File: src/rtl/keypad_scan.sv
`timescale 1ns / 1ps
// keypad_scan
// Scans a 4x4 matrix keypad one column at a time, debounces presses and
// releases, and reports accepted keys as hex codes.
//
// Ports
//   clk_i        : single clock, all logic on the rising edge
//   rst_i        : synchronous active-high reset
//   row_i[3:0]   : keypad rows, asynchronous, active-low (pulled up)
//   col_o[3:0]   : column drive, active-low one-hot
//   key_o[3:0]   : hex code of the last accepted key
//   key_valid_o  : one-cycle pulse when a key is accepted
//   key_held_o   : high while an accepted key remains pressed
//   hex_o[15:0]  : last four accepted codes, newest in [3:0]
//
// FSM state is held in r_state (type state_t) for checkers to bind to.
module keypad_scan #(
  parameter int SCAN_DIV        = 1000,
  parameter int DEBOUNCE_CYCLES = 100000
) (
  input  logic        clk_i,
  input  logic        rst_i,
  input  logic [3:0]  row_i,
  output logic [3:0]  col_o,
  output logic [3:0]  key_o,
  output logic        key_valid_o,
  output logic        key_held_o,
  output logic [15:0] hex_o
);

  localparam int DIV_W = $clog2(SCAN_DIV);
  localparam int DB_W  = $clog2(DEBOUNCE_CYCLES);
  localparam logic [DIV_W-1:0] DIV_LAST = DIV_W'(SCAN_DIV - 1);
  localparam logic [DB_W-1:0]  DB_LAST  = DB_W'(DEBOUNCE_CYCLES - 1);

  typedef enum logic [1:0] {
    S_SCAN     = 2'd0,
    S_DEBOUNCE = 2'd1,
    S_HOLD     = 2'd2,
    S_RELEASE  = 2'd3
  } state_t;

  state_t           r_state, w_state;
  logic [3:0]       r_sync1, r_sync2;
  logic [1:0]       r_col, w_col;
  logic [1:0]       r_row, w_row;
  logic [DIV_W-1:0] r_dwell, w_dwell;
  logic [DB_W-1:0]  r_db, w_db;
  logic [3:0]       r_key, w_key;
  logic [15:0]      r_hex, w_hex;
  logic             r_valid, w_valid;

  logic             w_all_high;
  logic             w_row_low;
  logic [1:0]       w_first_low;
  logic [3:0]       w_code;

  // Row r, column c -> hex code printed on the key.
  function automatic logic [3:0] map_key(input logic [1:0] r, input logic [1:0] c);
    logic [3:0] code;
    case ({r, c})
      4'h0: code = 4'h1;  4'h1: code = 4'h2;  4'h2: code = 4'h3;  4'h3: code = 4'hA;
      4'h4: code = 4'h4;  4'h5: code = 4'h5;  4'h6: code = 4'h6;  4'h7: code = 4'hB;
      4'h8: code = 4'h7;  4'h9: code = 4'h8;  4'hA: code = 4'h9;  4'hB: code = 4'hC;
      4'hC: code = 4'h0;  4'hD: code = 4'hF;  4'hE: code = 4'hE;  default: code = 4'hD;
    endcase
    return code;
  endfunction

  assign w_all_high = &r_sync2;
  assign w_row_low  = ~r_sync2[r_row];
  assign w_code     = map_key(r_row, r_col);

  // Lowest-numbered low row wins when several rows are low at once.
  always_comb begin
    w_first_low = 2'd3;
    if (!r_sync2[0])      w_first_low = 2'd0;
    else if (!r_sync2[1]) w_first_low = 2'd1;
    else if (!r_sync2[2]) w_first_low = 2'd2;
  end

  // State register plus datapath registers.
  always_ff @(posedge clk_i) begin
    if (rst_i) begin
      r_state <= S_SCAN;
      r_sync1 <= 4'hF;
      r_sync2 <= 4'hF;
      r_col   <= 2'd0;
      r_row   <= 2'd0;
      r_dwell <= '0;
      r_db    <= '0;
      r_key   <= 4'h0;
      r_hex   <= 16'h0000;
      r_valid <= 1'b0;
    end else begin
      r_state <= w_state;
      r_sync1 <= row_i;
      r_sync2 <= r_sync1;
      r_col   <= w_col;
      r_row   <= w_row;
      r_dwell <= w_dwell;
      r_db    <= w_db;
      r_key   <= w_key;
      r_hex   <= w_hex;
      r_valid <= w_valid;
    end
  end

  // Next-state and next-datapath logic.
  always_comb begin
    w_state = r_state;
    w_col   = r_col;
    w_row   = r_row;
    w_dwell = r_dwell;
    w_db    = r_db;
    w_key   = r_key;
    w_hex   = r_hex;
    w_valid = 1'b0;
    case (r_state)
      S_SCAN: begin
        if (r_dwell == DIV_LAST) begin
          w_dwell = '0;
          if (w_all_high) begin
            w_col = r_col + 2'd1;
          end else begin
            w_row   = w_first_low;
            w_db    = '0;
            w_state = S_DEBOUNCE;
          end
        end else begin
          w_dwell = r_dwell + DIV_W'(1);
        end
      end
      S_DEBOUNCE: begin
        if (!w_row_low) begin
          // Bounce: give up on this column and keep scanning.
          w_state = S_SCAN;
          w_col   = r_col + 2'd1;
          w_dwell = '0;
        end else if (r_db == DB_LAST) begin
          w_key   = w_code;
          w_hex   = {r_hex[11:0], w_code};
          w_valid = 1'b1;
          w_state = S_HOLD;
        end else begin
          w_db = r_db + DB_W'(1);
        end
      end
      S_HOLD: begin
        // Only all-rows-high leaves HOLD, so extra keys are ignored.
        if (w_all_high) begin
          w_state = S_RELEASE;
          w_db    = '0;
        end
      end
      S_RELEASE: begin
        if (!w_all_high) begin
          w_state = S_HOLD;
        end else if (r_db == DB_LAST) begin
          w_state = S_SCAN;
          w_col   = r_col + 2'd1;
          w_dwell = '0;
          w_db    = '0;
        end else begin
          w_db = r_db + DB_W'(1);
        end
      end
      default: w_state = S_SCAN;
    endcase
  end

  assign col_o       = ~(4'b0001 << r_col);
  assign key_o       = r_key;
  assign key_valid_o = r_valid;
  assign key_held_o  = (r_state == S_HOLD) || (r_state == S_RELEASE);
  assign hex_o       = r_hex;

endmodule

File: config.mk
export PLATFORM = sky130hd
export DESIGN_NAME = keypad_scan
export DESIGN_NICKNAME = d
export VERILOG_FILES = /design/src/rtl/keypad_scan.sv
export SDC_FILE = /design/constraint.sdc
export NUM_CORES = 1
export LEC_CHECK = 0
export ABC_AREA = 1
export CORE_ASPECT_RATIO = 0.7
export CORE_MARGIN = 2
export CORE_UTILIZATION = 33
export DETAILED_ROUTE_END_ITERATION = 16
export PLACE_DENSITY = 0.5
export SLEW_MARGIN = 10
export SYNTH_ARGS = -nofsm -noshare
export SYNTH_HDL_FRONTEND = slang
export SYNTH_SLANG_ARGS = --single-unit
File: constraint.sdc
create_clock -name clk_i -period 1.6 [get_ports clk_i]
set_clock_uncertainty 0.1 [all_clocks]
set_input_delay 0.32 -clock clk_i [delete_from_list [all_inputs] [get_ports clk_i]]
set_output_delay 0.32 -clock clk_i [all_outputs]
set_load 0.005 [all_outputs]
==> run metrics <==
Layout Utilization=a little under three fifths; Total Wirelength=approximately 11,000 um; first-pass iteration count of the detailed router=5; die height=between 80 and 90 um; sequential fraction of the synthesis area=34.9%; Yosys reg bits=58; final slew viol count=0; synth top area cells=dfxtp_1, nand2_1, nor2_1; Rows=30; vias in the first global route=around 3.4k; DR vias/cell=about 4.8; RSZ-0062 raised after global routing=yes; die area=roughly 11,000 sq um; Detailed Route Iter0 Violations=332; hold_sp=r_sync1[0]; maxcap violations=0; final setup fails=47; crit path launch type=flop; mean post-synth cell area=roughly 6.7 sq um; final period utilization=108%; Final Hold Viols=0; Worst R2R Setup Slack=-0.13 ns; Max FO, Critical Path=5; Crit. End Element=flop; hold crit path type=reg -> reg; Global Route Usage Sum=a little over a fifth; Unique masters post-synth=36; Initial Util=34.1%; Slew Limit Headroom=between 80% and 90%; critical path's most frequent cell=nand2_4; maximum clock frequency=roughly 580 MHz; CP cell instances=ha_4 > nand2_4 > nor2_4 > nand3_4 > nand2_4 > nand2_8 > buf_6 > nand3_2 > nand3_1 > nor2_1; Clock Tree Root=clkbuf_16; pwr/cell area=620 nW/um^2; DRC viols=0; die width=between 100 and 150 um; CTS H-tree lvls=3; Inserted Diodes=0; crit-path max cell delay=around 0.35 ns; CTS max path bufs=2; Slowest cell on crit path=dfxtp_2; ANT nets after route=0; final worst setup slack=-0.126 ns; top cell type by total area after synthesis=dfxtp_1; CTS clock-pin slew for the worst setup and hold paths=~0.060 ns; CTS tree=built; Tightest Pin Transition=roughly 0.3 ns; worst r2r src=r_db[1]; cts hold-fix bufs=0; Vias=between 3k and 4k; clk_lat worst skew=about 0.33 ns; antenna violations before repair=0; CP required=between 1.5 and 2 ns; WP data arrival=1.88 ns; DP Area=approximately 4500 sq um; DR WL/cell=13.8 um; largest net degree at the start of global routing=27; Post-DP HPWL=~7300 um; core footprint=about 9800 sq um; CTS buffer count=9; synth-to-layout area growth=64.5%; FILL cells=roughly 920; minimum clock period=approximately 1.7 ns; GPL Wtd Cong=around 0.95; clk sink count=58; hold path depth=1; Hold EP=r_sync2[0]; Port Buffer Count=31; grt ovf=0; crit path kind=reg -> reg; Final Instance Area=about 5500 sq um; failing checks=negative setup slack; Top Ports=32; Synth top area share=around a third; Syn. warnings=0; synthesized cell area=~3300 sq um; status=finished, violations left; post-synth net total=509; first-pass GRT wire length=17,400 um; synthesized instance count=496; # nets final=649; RR Endpoint=r_db[3]; VDD IR-drop max=around 0.5 mV; R2R depth=10; layout cells sized above 1=between 40% and 50%; LEAKAGE=~2.5 nW
[layer usage]
metal / GRT usage [%] / vias to the layer above / part of all wire (%)
li1: - / 1896 / -
met1: 32.5 / 1723 / 54
met2: 28.0 / 92 / 40
met3: 5.66 / 7 / 6.0
met4: 4.49 / 0 / 0.77
met5: 0 / - / 0
[state kept, by name, summed over array words and instances, names as in the netlist]
| name | cells |
|---|---|
| r_dwell | 10 |
| key_o | 3 |
| r_sync1 | 4 |
| r_sync2 | 4 |
| r_col | 2 |
| r_row | 2 |
| r_state | 2 |
| r_db | 17 |
| key_valid_o | 1 |
| hex_o | 13 |
[Yosys cell counts, drive strengths merged]
master,instances
o21ai,24
a31oi,1
nor2,105
ha,7
nand4,12
a21o,1
buf,11
a211oi,4
nand3,45
dlygate4sd1,1
xor2,4
nand2,116
o21bai,4
and2,1
nor3,7
inv,45
nand3b,1
or2,10
a21oi,34
clkbuf,5
dfxtp,58
[cells in the final DEF, fill, tap and decap left out, drive strengths merged]
| cell | instances |
|---|---|
| nand2 | 117 |
| buf | 115 |
| nor2 | 105 |
| dfxtp | 58 |
| inv | 46 |
| nand3 | 46 |
| a21oi | 34 |
| o21ai | 24 |
| nand4 | 12 |
| dlygate4sd2 | 12 |
| or2 | 10 |
| clkbuf | 10 |
| dlymetal6s2s | 9 |
| clkdlybuf4s50 | 7 |
| nor3 | 7 |
| ha | 7 |
| xor2 | 4 |
| o21bai | 4 |
| clkinv | 4 |
| a211oi | 4 |
| clkinvlp | 2 |
| and2 | 1 |
| a21o | 1 |
| a31oi | 1 |
| nand3b | 1 |
[power by group]
part,total (mW),internal [mW],switching (mW)
combinational,0.150,0.0709,0.0788
sequential,1.46,1.45,0.0100
clock,1.78,1.06,0.729
total,3.40,2.58,0.818
[how the worst max path moves through the flow]
| stage | startpoint | endpoint |
|---|---|---|
| 3_3_place_gp | r_dwell[1] | r_db[4] |
| 2_1_floorplan | r_dwell[0] | r_db[2] |
| 6_report | r_db[1] | r_db[3] |
| 4_1_cts | r_db[1] | key_o[2] |
| 3_5_place_dp | r_dwell[1] | r_db[4] |
| 5_1_grt | r_dwell[0] | r_db[3] |
[area by class of cell]
type | instances | area, sq um | area share, %
multi-input combinational | 378 | 2390 | 43.7
tap | 128 | 160 | 2.92
timing repair buffer | 144 | 1260 | 23.0
clock inverter | 7 | 55.1 | 1.00
clock buffer | 9 | 225 | 4.11
sequential | 58 | 1210 | 22.0
inverter | 45 | 181 | 3.31
[critical path: cells and delay by family, from the launching register on]
kind                     cells  cell delay [ns]
buffers and inverters        1             0.15
AND/OR/NAND/NOR              8             0.89
flip-flops                   1             0.35
adder cells (fa/ha/maj)      1             0.15
[through the flow]
stage | TNS, ns | setup slack, ns | instances | total power [mW] | hold slack, ns
2_1_floorplan | -0.477 | -0.0468 | 496 | 1.57 | 0.289
3_3_place_gp | -4.88 | -0.204 | 727 | 1.63 | 0.292
3_5_place_dp | -5.12 | -0.214 | 727 | 1.63 | 0.294
4_1_cts | -2.56 | -0.114 | 765 | 3.44 | 0.308
5_1_grt | -6.77 | -0.222 | 769 | 3.56 | 0.321
6_report | -2.96 | -0.126 | 769 | 3.40 | 0.306
[kinds of logic (layout without fill, tap and decap cells)]
group	after synthesis	in the layout	share of synthesized area [%]
xor+xnor	4	4	1.05
fa+ha+maj	7	7	2.63
buf+inv	62	205	9.02
flops	58	58	34.9
compound gates	68	68	11.6
simple gates	297	299	40.8
[repair_timing]
item / CTS / global route
endpoints found under the setup margin: 69 / 63
cloned: 4 / 0
resized for setup: 122 / 64
pin swaps: 29 / 22
buffers inserted: 18 / 6
No activity file was read; power rests on OpenSTA's default activity.
